<file path="src/rtl/pipe_hazard_ctrl_if.sv">
// Status/control bundle between the pipeline datapath and the hazard sequencer.
// The master side is the datapath. The slave side is pipe_hazard_ctrl.
interface pipe_hazard_ctrl_if;
  logic [4:0] id_rs1_ind;
  logic [4:0] id_rs2_ind;
  logic       id_uses_rs1;
  logic       id_uses_rs2;
  logic [4:0] ex1_rd_ind;
  logic [4:0] ex2_rd_ind;
  logic       ex1_memread;
  logic       ex2_memread;
  logic       ex2_mispredict;
  logic       dmem_busy;

  logic       pc_en;
  logic       pc_redirect;
  logic       if_id_en;
  logic       if_id_flush;
  logic       id_ex1_flush;
  logic       ex1_ex2_flush;
  logic       back_en;
  logic       stalled;

  modport master (
    output id_rs1_ind, id_rs2_ind, id_uses_rs1, id_uses_rs2,
           ex1_rd_ind, ex2_rd_ind, ex1_memread, ex2_memread,
           ex2_mispredict, dmem_busy,
    input  pc_en, pc_redirect, if_id_en, if_id_flush, id_ex1_flush,
           ex1_ex2_flush, back_en, stalled
  );

  modport slave (
    input  id_rs1_ind, id_rs2_ind, id_uses_rs1, id_uses_rs2,
           ex1_rd_ind, ex2_rd_ind, ex1_memread, ex2_memread,
           ex2_mispredict, dmem_busy,
    output pc_en, pc_redirect, if_id_en, if_id_flush, id_ex1_flush,
           ex1_ex2_flush, back_en, stalled
  );
endinterface

</file>
<file path="src/rtl/pipe_hazard_ctrl.sv">
// Stall/flush sequencer for the six-stage pipeline. It handles load-use bubbles,
// EX2 mispredict flushes, and the data-memory freeze. It also keeps saturating perf counters.
module pipe_hazard_ctrl #(
  parameter int PERF_W = 32
) (
  input  logic              clk,
  input  logic              rst,
  pipe_hazard_ctrl_if.slave hz_if,
  output logic [PERF_W-1:0] o_perf_stall_cnt,
  output logic [PERF_W-1:0] o_perf_flush_cnt
);

  typedef enum logic {RUN, BUBBLE} mode_t;

  mode_t             r_mode;
  mode_t             w_modeNext;
  logic              r_bcnt;
  logic              w_bcntNext;
  logic              w_incStall;
  logic              w_incFlush;
  logic              w_hz1;
  logic              w_hz2;
  logic [PERF_W-1:0] r_stallCnt;
  logic [PERF_W-1:0] r_flushCnt;

  // Load-use hazards. Writes to x0 are never real producers.
  assign w_hz1 = hz_if.ex1_memread && (hz_if.ex1_rd_ind != 5'd0) &&
                 ((hz_if.id_uses_rs1 && (hz_if.id_rs1_ind == hz_if.ex1_rd_ind)) ||
                  (hz_if.id_uses_rs2 && (hz_if.id_rs2_ind == hz_if.ex1_rd_ind)));
  assign w_hz2 = hz_if.ex2_memread && (hz_if.ex2_rd_ind != 5'd0) &&
                 ((hz_if.id_uses_rs1 && (hz_if.id_rs1_ind == hz_if.ex2_rd_ind)) ||
                  (hz_if.id_uses_rs2 && (hz_if.id_rs2_ind == hz_if.ex2_rd_ind)));

  always_ff @(posedge clk or posedge rst) begin
    if (rst) begin
      r_mode <= RUN;
      r_bcnt <= 1'b0;
    end else begin
      r_mode <= w_modeNext;
      r_bcnt <= w_bcntNext;
    end
  end

  // dmem_busy freezes everything. A pending mispredict stays visible while EX2 is held.
  always_comb begin
    w_modeNext = r_mode;
    w_bcntNext = r_bcnt;
    w_incStall = 1'b0;
    w_incFlush = 1'b0;
    if (!hz_if.dmem_busy) begin
      if (hz_if.ex2_mispredict) begin
        w_modeNext = RUN;
        w_bcntNext = 1'b0;
        w_incFlush = 1'b1;
      end else if (r_mode == BUBBLE) begin
        w_incStall = 1'b1;
        if (r_bcnt) begin
          w_bcntNext = 1'b0;
        end else begin
          w_modeNext = RUN;
        end
      end else if (w_hz1) begin
        w_modeNext = BUBBLE;
        w_bcntNext = 1'b0;
        w_incStall = 1'b1;
      end else if (w_hz2) begin
        w_incStall = 1'b1;
      end
    end
  end

  // The control outputs are Mealy outputs. Reset forces them, so all buffers flush while rst is high.
  always_comb begin
    hz_if.pc_en         = 1'b1;
    hz_if.pc_redirect   = 1'b0;
    hz_if.if_id_en      = 1'b1;
    hz_if.if_id_flush   = 1'b0;
    hz_if.id_ex1_flush  = 1'b0;
    hz_if.ex1_ex2_flush = 1'b0;
    hz_if.back_en       = 1'b1;
    hz_if.stalled       = 1'b0;
    if (rst) begin
      hz_if.pc_en         = 1'b0;
      hz_if.if_id_en      = 1'b0;
      hz_if.back_en       = 1'b0;
      hz_if.if_id_flush   = 1'b1;
      hz_if.id_ex1_flush  = 1'b1;
      hz_if.ex1_ex2_flush = 1'b1;
    end else if (hz_if.dmem_busy) begin
      hz_if.pc_en    = 1'b0;
      hz_if.if_id_en = 1'b0;
      hz_if.back_en  = 1'b0;
      hz_if.stalled  = 1'b1;
    end else if (hz_if.ex2_mispredict) begin
      hz_if.pc_redirect   = 1'b1;
      hz_if.if_id_flush   = 1'b1;
      hz_if.id_ex1_flush  = 1'b1;
      hz_if.ex1_ex2_flush = 1'b1;
    end else if ((r_mode == BUBBLE) || w_hz1 || w_hz2) begin
      hz_if.pc_en        = 1'b0;
      hz_if.if_id_en     = 1'b0;
      hz_if.id_ex1_flush = 1'b1;
      hz_if.stalled      = 1'b1;
    end
  end

  always_ff @(posedge clk or posedge rst) begin
    if (rst) begin
      r_stallCnt <= '0;
      r_flushCnt <= '0;
    end else begin
      if (w_incStall && (r_stallCnt != '1)) r_stallCnt <= r_stallCnt + 1'b1;
      if (w_incFlush && (r_flushCnt != '1)) r_flushCnt <= r_flushCnt + 1'b1;
    end
  end

  assign o_perf_stall_cnt = r_stallCnt;
  assign o_perf_flush_cnt = r_flushCnt;

endmodule

</file>
<file path="src/flat_wrapper.sv">
// flat-port wrapper written by rule: the top's interface ports become plain ports
module pipe_hazard_ctrl_flat 
#(
  parameter int PERF_W = 32
)
  (clk, rst, o_perf_stall_cnt, o_perf_flush_cnt, hz_if_id_rs1_ind, hz_if_id_rs2_ind, hz_if_id_uses_rs1, hz_if_id_uses_rs2, hz_if_ex1_rd_ind, hz_if_ex2_rd_ind, hz_if_ex1_memread, hz_if_ex2_memread, hz_if_ex2_mispredict, hz_if_dmem_busy, hz_if_pc_en, hz_if_pc_redirect, hz_if_if_id_en, hz_if_if_id_flush, hz_if_id_ex1_flush, hz_if_ex1_ex2_flush, hz_if_back_en, hz_if_stalled);
  pipe_hazard_ctrl_if hz_if_i ();
  input  logic clk;
  input  logic rst;
  output logic [PERF_W-1:0] o_perf_stall_cnt;
  output logic [PERF_W-1:0] o_perf_flush_cnt;
  input wire logic [$bits(hz_if_i.id_rs1_ind)-1:0] hz_if_id_rs1_ind;
  input wire logic [$bits(hz_if_i.id_rs2_ind)-1:0] hz_if_id_rs2_ind;
  input wire logic [$bits(hz_if_i.id_uses_rs1)-1:0] hz_if_id_uses_rs1;
  input wire logic [$bits(hz_if_i.id_uses_rs2)-1:0] hz_if_id_uses_rs2;
  input wire logic [$bits(hz_if_i.ex1_rd_ind)-1:0] hz_if_ex1_rd_ind;
  input wire logic [$bits(hz_if_i.ex2_rd_ind)-1:0] hz_if_ex2_rd_ind;
  input wire logic [$bits(hz_if_i.ex1_memread)-1:0] hz_if_ex1_memread;
  input wire logic [$bits(hz_if_i.ex2_memread)-1:0] hz_if_ex2_memread;
  input wire logic [$bits(hz_if_i.ex2_mispredict)-1:0] hz_if_ex2_mispredict;
  input wire logic [$bits(hz_if_i.dmem_busy)-1:0] hz_if_dmem_busy;
  output wire logic [$bits(hz_if_i.pc_en)-1:0] hz_if_pc_en;
  output wire logic [$bits(hz_if_i.pc_redirect)-1:0] hz_if_pc_redirect;
  output wire logic [$bits(hz_if_i.if_id_en)-1:0] hz_if_if_id_en;
  output wire logic [$bits(hz_if_i.if_id_flush)-1:0] hz_if_if_id_flush;
  output wire logic [$bits(hz_if_i.id_ex1_flush)-1:0] hz_if_id_ex1_flush;
  output wire logic [$bits(hz_if_i.ex1_ex2_flush)-1:0] hz_if_ex1_ex2_flush;
  output wire logic [$bits(hz_if_i.back_en)-1:0] hz_if_back_en;
  output wire logic [$bits(hz_if_i.stalled)-1:0] hz_if_stalled;
  assign hz_if_i.id_rs1_ind = hz_if_id_rs1_ind;
  assign hz_if_i.id_rs2_ind = hz_if_id_rs2_ind;
  assign hz_if_i.id_uses_rs1 = hz_if_id_uses_rs1;
  assign hz_if_i.id_uses_rs2 = hz_if_id_uses_rs2;
  assign hz_if_i.ex1_rd_ind = hz_if_ex1_rd_ind;
  assign hz_if_i.ex2_rd_ind = hz_if_ex2_rd_ind;
  assign hz_if_i.ex1_memread = hz_if_ex1_memread;
  assign hz_if_i.ex2_memread = hz_if_ex2_memread;
  assign hz_if_i.ex2_mispredict = hz_if_ex2_mispredict;
  assign hz_if_i.dmem_busy = hz_if_dmem_busy;
  assign hz_if_pc_en = hz_if_i.pc_en;
  assign hz_if_pc_redirect = hz_if_i.pc_redirect;
  assign hz_if_if_id_en = hz_if_i.if_id_en;
  assign hz_if_if_id_flush = hz_if_i.if_id_flush;
  assign hz_if_id_ex1_flush = hz_if_i.id_ex1_flush;
  assign hz_if_ex1_ex2_flush = hz_if_i.ex1_ex2_flush;
  assign hz_if_back_en = hz_if_i.back_en;
  assign hz_if_stalled = hz_if_i.stalled;
  pipe_hazard_ctrl #(.PERF_W(PERF_W)) u_core (.clk(clk), .rst(rst), .hz_if(hz_if_i), .o_perf_stall_cnt(o_perf_stall_cnt), .o_perf_flush_cnt(o_perf_flush_cnt));
endmodule
</file>
<file path="config.mk">
export PLATFORM = sky130hd
export DESIGN_NAME = pipe_hazard_ctrl_flat
export DESIGN_NICKNAME = d
export VERILOG_FILES = /design/src/rtl/pipe_hazard_ctrl_if.sv /design/src/rtl/pipe_hazard_ctrl.sv /design/src/flat_wrapper.sv
export SDC_FILE = /design/constraint.sdc
export NUM_CORES = 1
export LEC_CHECK = 0
export ABC_AREA = 1
export BUFFER_PORTS_ARGS = -buffer_cell sky130_fd_sc_hd__buf_2
export CORE_MARGIN = 5
export CORE_UTILIZATION = 60
export CTS_CLUSTER_DIAMETER = 50
export DETAILED_ROUTE_END_ITERATION = 10
export GPL_ROUTABILITY_DRIVEN = 0
export PLACE_DENSITY = 0.87
export SYNTH_ARGS = -nofsm -noshare
export SYNTH_HDL_FRONTEND = slang
export SYNTH_SLANG_ARGS = --single-unit
</file>
<file path="constraint.sdc">
create_clock -name clk -period 8.4 [get_ports clk]
set_input_delay 2.52 -clock clk [delete_from_list [all_inputs] [get_ports clk]]
set_output_delay 2.52 -clock clk [all_outputs]
set_load 0.05 [all_outputs]
</file>
==> impl_metrics.toml <==
[power_and_ir_drop]
seqPwrFrac_pct = 41.4
finalPower_w = 0.000893
swShare_pct = 40.1
p_comb_share_pct = 27.1
p_per_area_mw_per_mm2 = 164
p_switching_w = 0.000358
power.internal_w = 0.000535
ir_worst_vdd_uv = 135
pwr-share-clk_pct = 31.5
leakagePower_nw = 2.90

[synthesis]
ys_seq_elements = 65
netlist_instances = 710
synthAdderAreaFrac_pct = 0.530
ys_async_sr_fraction_pct = 100
synth.avg_cell_area_um2 = 6.65
synth_cell_types = 30
synthSimpleGateAreaFrac_pct = 44.8
muxShareOfSynthArea_pct = 0
syn_nets = 740
synth_edf_count = 0
synth_compound_area_share_pct = 2.23
ys_seq_area_share_pct = 34.5
synth-xor-area-share_pct = 8.53
synth_top_family_by_area = "simple AND/OR/NAND/NOR gates"
yosys_warnings = 0
syn_area_mm2 = 0.00472
synth_ff_type = "dfrtp_1"

[worst_setup_path]
timing.rr.end = "u_core.o_perf_stall_cnt[31]"
crit_chain = "buf_2 > inv_1 > nand2_1 > o21ai_0 > nor2_1 > nand3_1 > nand2_1 > nand2_1 > nand3_2 > buf_4 > nand2_1 > a21oi_1 > buf_2"
r2r-start = "u_core.o_perf_stall_cnt[0]"
cp_top_family = "buffers and inverters"
crit_path_frequent_cell = "nand2_1"
crit_buf_inv = 4
slowest_stage = "buf_4"
rrSetupSlack_ps = 6380
reg2reg_depth = 9
path_max_fanout = 48
crit_type = "in2out"
worst_ep_required_time_ps = 5880
arrival_ps = 4250
cp-start-kind = "input pin"
slowest_delay_ps = 400
end_kind = "primary output"

[clock_network]
cts_sinks = 65
htree_levels = 3
cts_buffers = 9
cts_setup_buffers = 0
ctsResizeCount = 0
root_buffer = "clkbuf_8"
hold_buffers = 0
cts.clk_slew.worst_paths_ps = 70
cts_buffer_depth = 2
insertion_delay_ps = 360
cts_tree = "yes"

[global_route]
grt.total_usage_pct = 26.1
grt_max_degree = 49
grt_pass1_wl_um = 21200
antenna_found_initial = 0
grt_pass1_vias = 4751
grt_overflow = 0

[timing]
post-route-period-util_pct = 80.6
finalSetupViolCount = 0
tns_ps = 0
period_minus_slack_ps = 6770
worst_slack_ps = 1630
rsz0062_at_grt = "false"
worst_pin_slew_ps = 1030
clock_skew_ps = 16.1
slew_viol_final = 0
max_freq_ghz = 0.148
slew_headroom_pct = 31.3
final-hold-violation-count = 0
hold_ws_ps = 513

[drt]
dr.pass1.iters = 5
vias = 4982
drt_iter0_markers = 304
routed_via_density = 5.47
drc_errors = 0
wl_per_cell_um = 13.9
drtAntennaViolNets = 0
drt-total-wl_um = 12700

[worst_hold_path]
hold_class = "reg2reg"
min_path_cells = 2
min_to = "u_core.o_perf_flush_cnt[31]"
hp-start = "u_core.o_perf_flush_cnt[31]"

[place]
dpl.hpwl_um = 9330
place_ws_ps = 1670
io_buffers = 99
placed_cells = 894

[final_layout]
fin_cells = 910
layout_commonest_cell = "nand2_1"
num-fill-cells = 664
multiInputGateArea_mm2 = 0.00265
final_nets = 833
area_growth_pct = 15.1
mostFrequentLayoutCells = "nand2_1, buf_2, nor2_1"
layout-drive-gt1-share_pct = 18.9
seqCellArea_mm2 = 0.00163
diodes = 0

[floorplan]
die-area_mm2 = 0.00974
die_x_um = 98.7
core_mm2 = 0.00769
dieHeight_um = 98.7
rows = 32
start_util_pct = 61.4
ioPinCount = 100

[run]
maxCapViolations = 0

[outcome]
status = "completed"
==> final cells by class <==
cell class                 instances  share of cell area, %
inverter                          82                   5.66
multi-input combinational        543                   48.8
clock buffer                       9                   2.28
tap                              102                   2.35
timing repair buffer             102                   9.53
clock inverter                     7                   1.43
sequential                        65                   29.9
==> worst max path at each step <==
stage,startpoint,to,depth (start not counted)
global route,hz_if_ex1_rd_ind[0],hz_if_stalled,13
finish,hz_if_ex1_rd_ind[0],hz_if_stalled,13
detailed placement,hz_if_ex2_rd_ind[2],hz_if_stalled,13
global placement,hz_if_ex2_rd_ind[1],hz_if_stalled,13
floorplan,rst,hz_if_if_id_flush,3
CTS,hz_if_ex2_rd_ind[2],hz_if_stalled,13
==> metal layers <==
layer	global-route usage, %	wire length (µm)
met1	31.6	4950
met2	45.8	6360
met3	4.60	906
met4	10.8	432
met5	0	0
==> logic make-up after synthesis <==
| kind of cell | count (synthesis) |
|---|---|
| buf+inv | 102 |
| simple gates | 475 |
| fa+ha+maj | 2 |
| xor+xnor | 46 |
| compound gates | 20 |
| flops | 65 |
==> synth_stat cells (3+ instances only) <==
library cell / instances / area (µm²)
dfrtp_1: 65 / 1630
o21ai_0: 8 / 40.0
buf_6: 3 / 33.8
nand4_1: 42 / 263
nand2_1: 277 / 1040
nand2_4: 4 / 45.0
buf_1: 3 / 11.3
nand3_2: 3 / 30.0
nor2_2: 7 / 43.8
nand3_1: 36 / 180
inv_2: 7 / 26.3
buf_4: 6 / 45.0
inv_1: 75 / 282
buf_2: 7 / 35.0
xnor2_1: 13 / 114
xor2_1: 33 / 289
nor3_1: 16 / 80.1
nor2_1: 77 / 289
o21ai_1: 9 / 45.0
nor3_2: 4 / 40.0
==> state kept, by name, summed over array words and instances (netlist names) <==
register	cells
u_core.o_perf_flush_cnt	32
u_core.o_perf_stall_cnt	32
u_core.r_mode	1
==> power by group through the flow <==
stage,Clock (W),Combinational (W),Sequential [W]
3_3_place_gp,0,0.000235,0.000374
4_1_cts,0.000283,0.000243,0.000369
3_5_place_dp,0,0.000242,0.000375
6_report,0.000281,0.000242,0.000370
5_1_grt,0.000299,0.000262,0.000374
2_1_floorplan,0,0.0000992,0.000455
==> tightest hold or removal path: stages (launching register included) <==
cell     delay (ps)
dfrtp_1         370
nand2_1          60
nand2_1          60
==> stage by stage <==
stage	utilization, %	instance area [µm²]
after global placement	68.1	5230
after global routing	70.7	5440
final	70.7	5440
after detailed placement	68.1	5230
after CTS	70.7	5440
after floorplan	-	4720
Note: power is estimated with default switching activity, not from simulation.
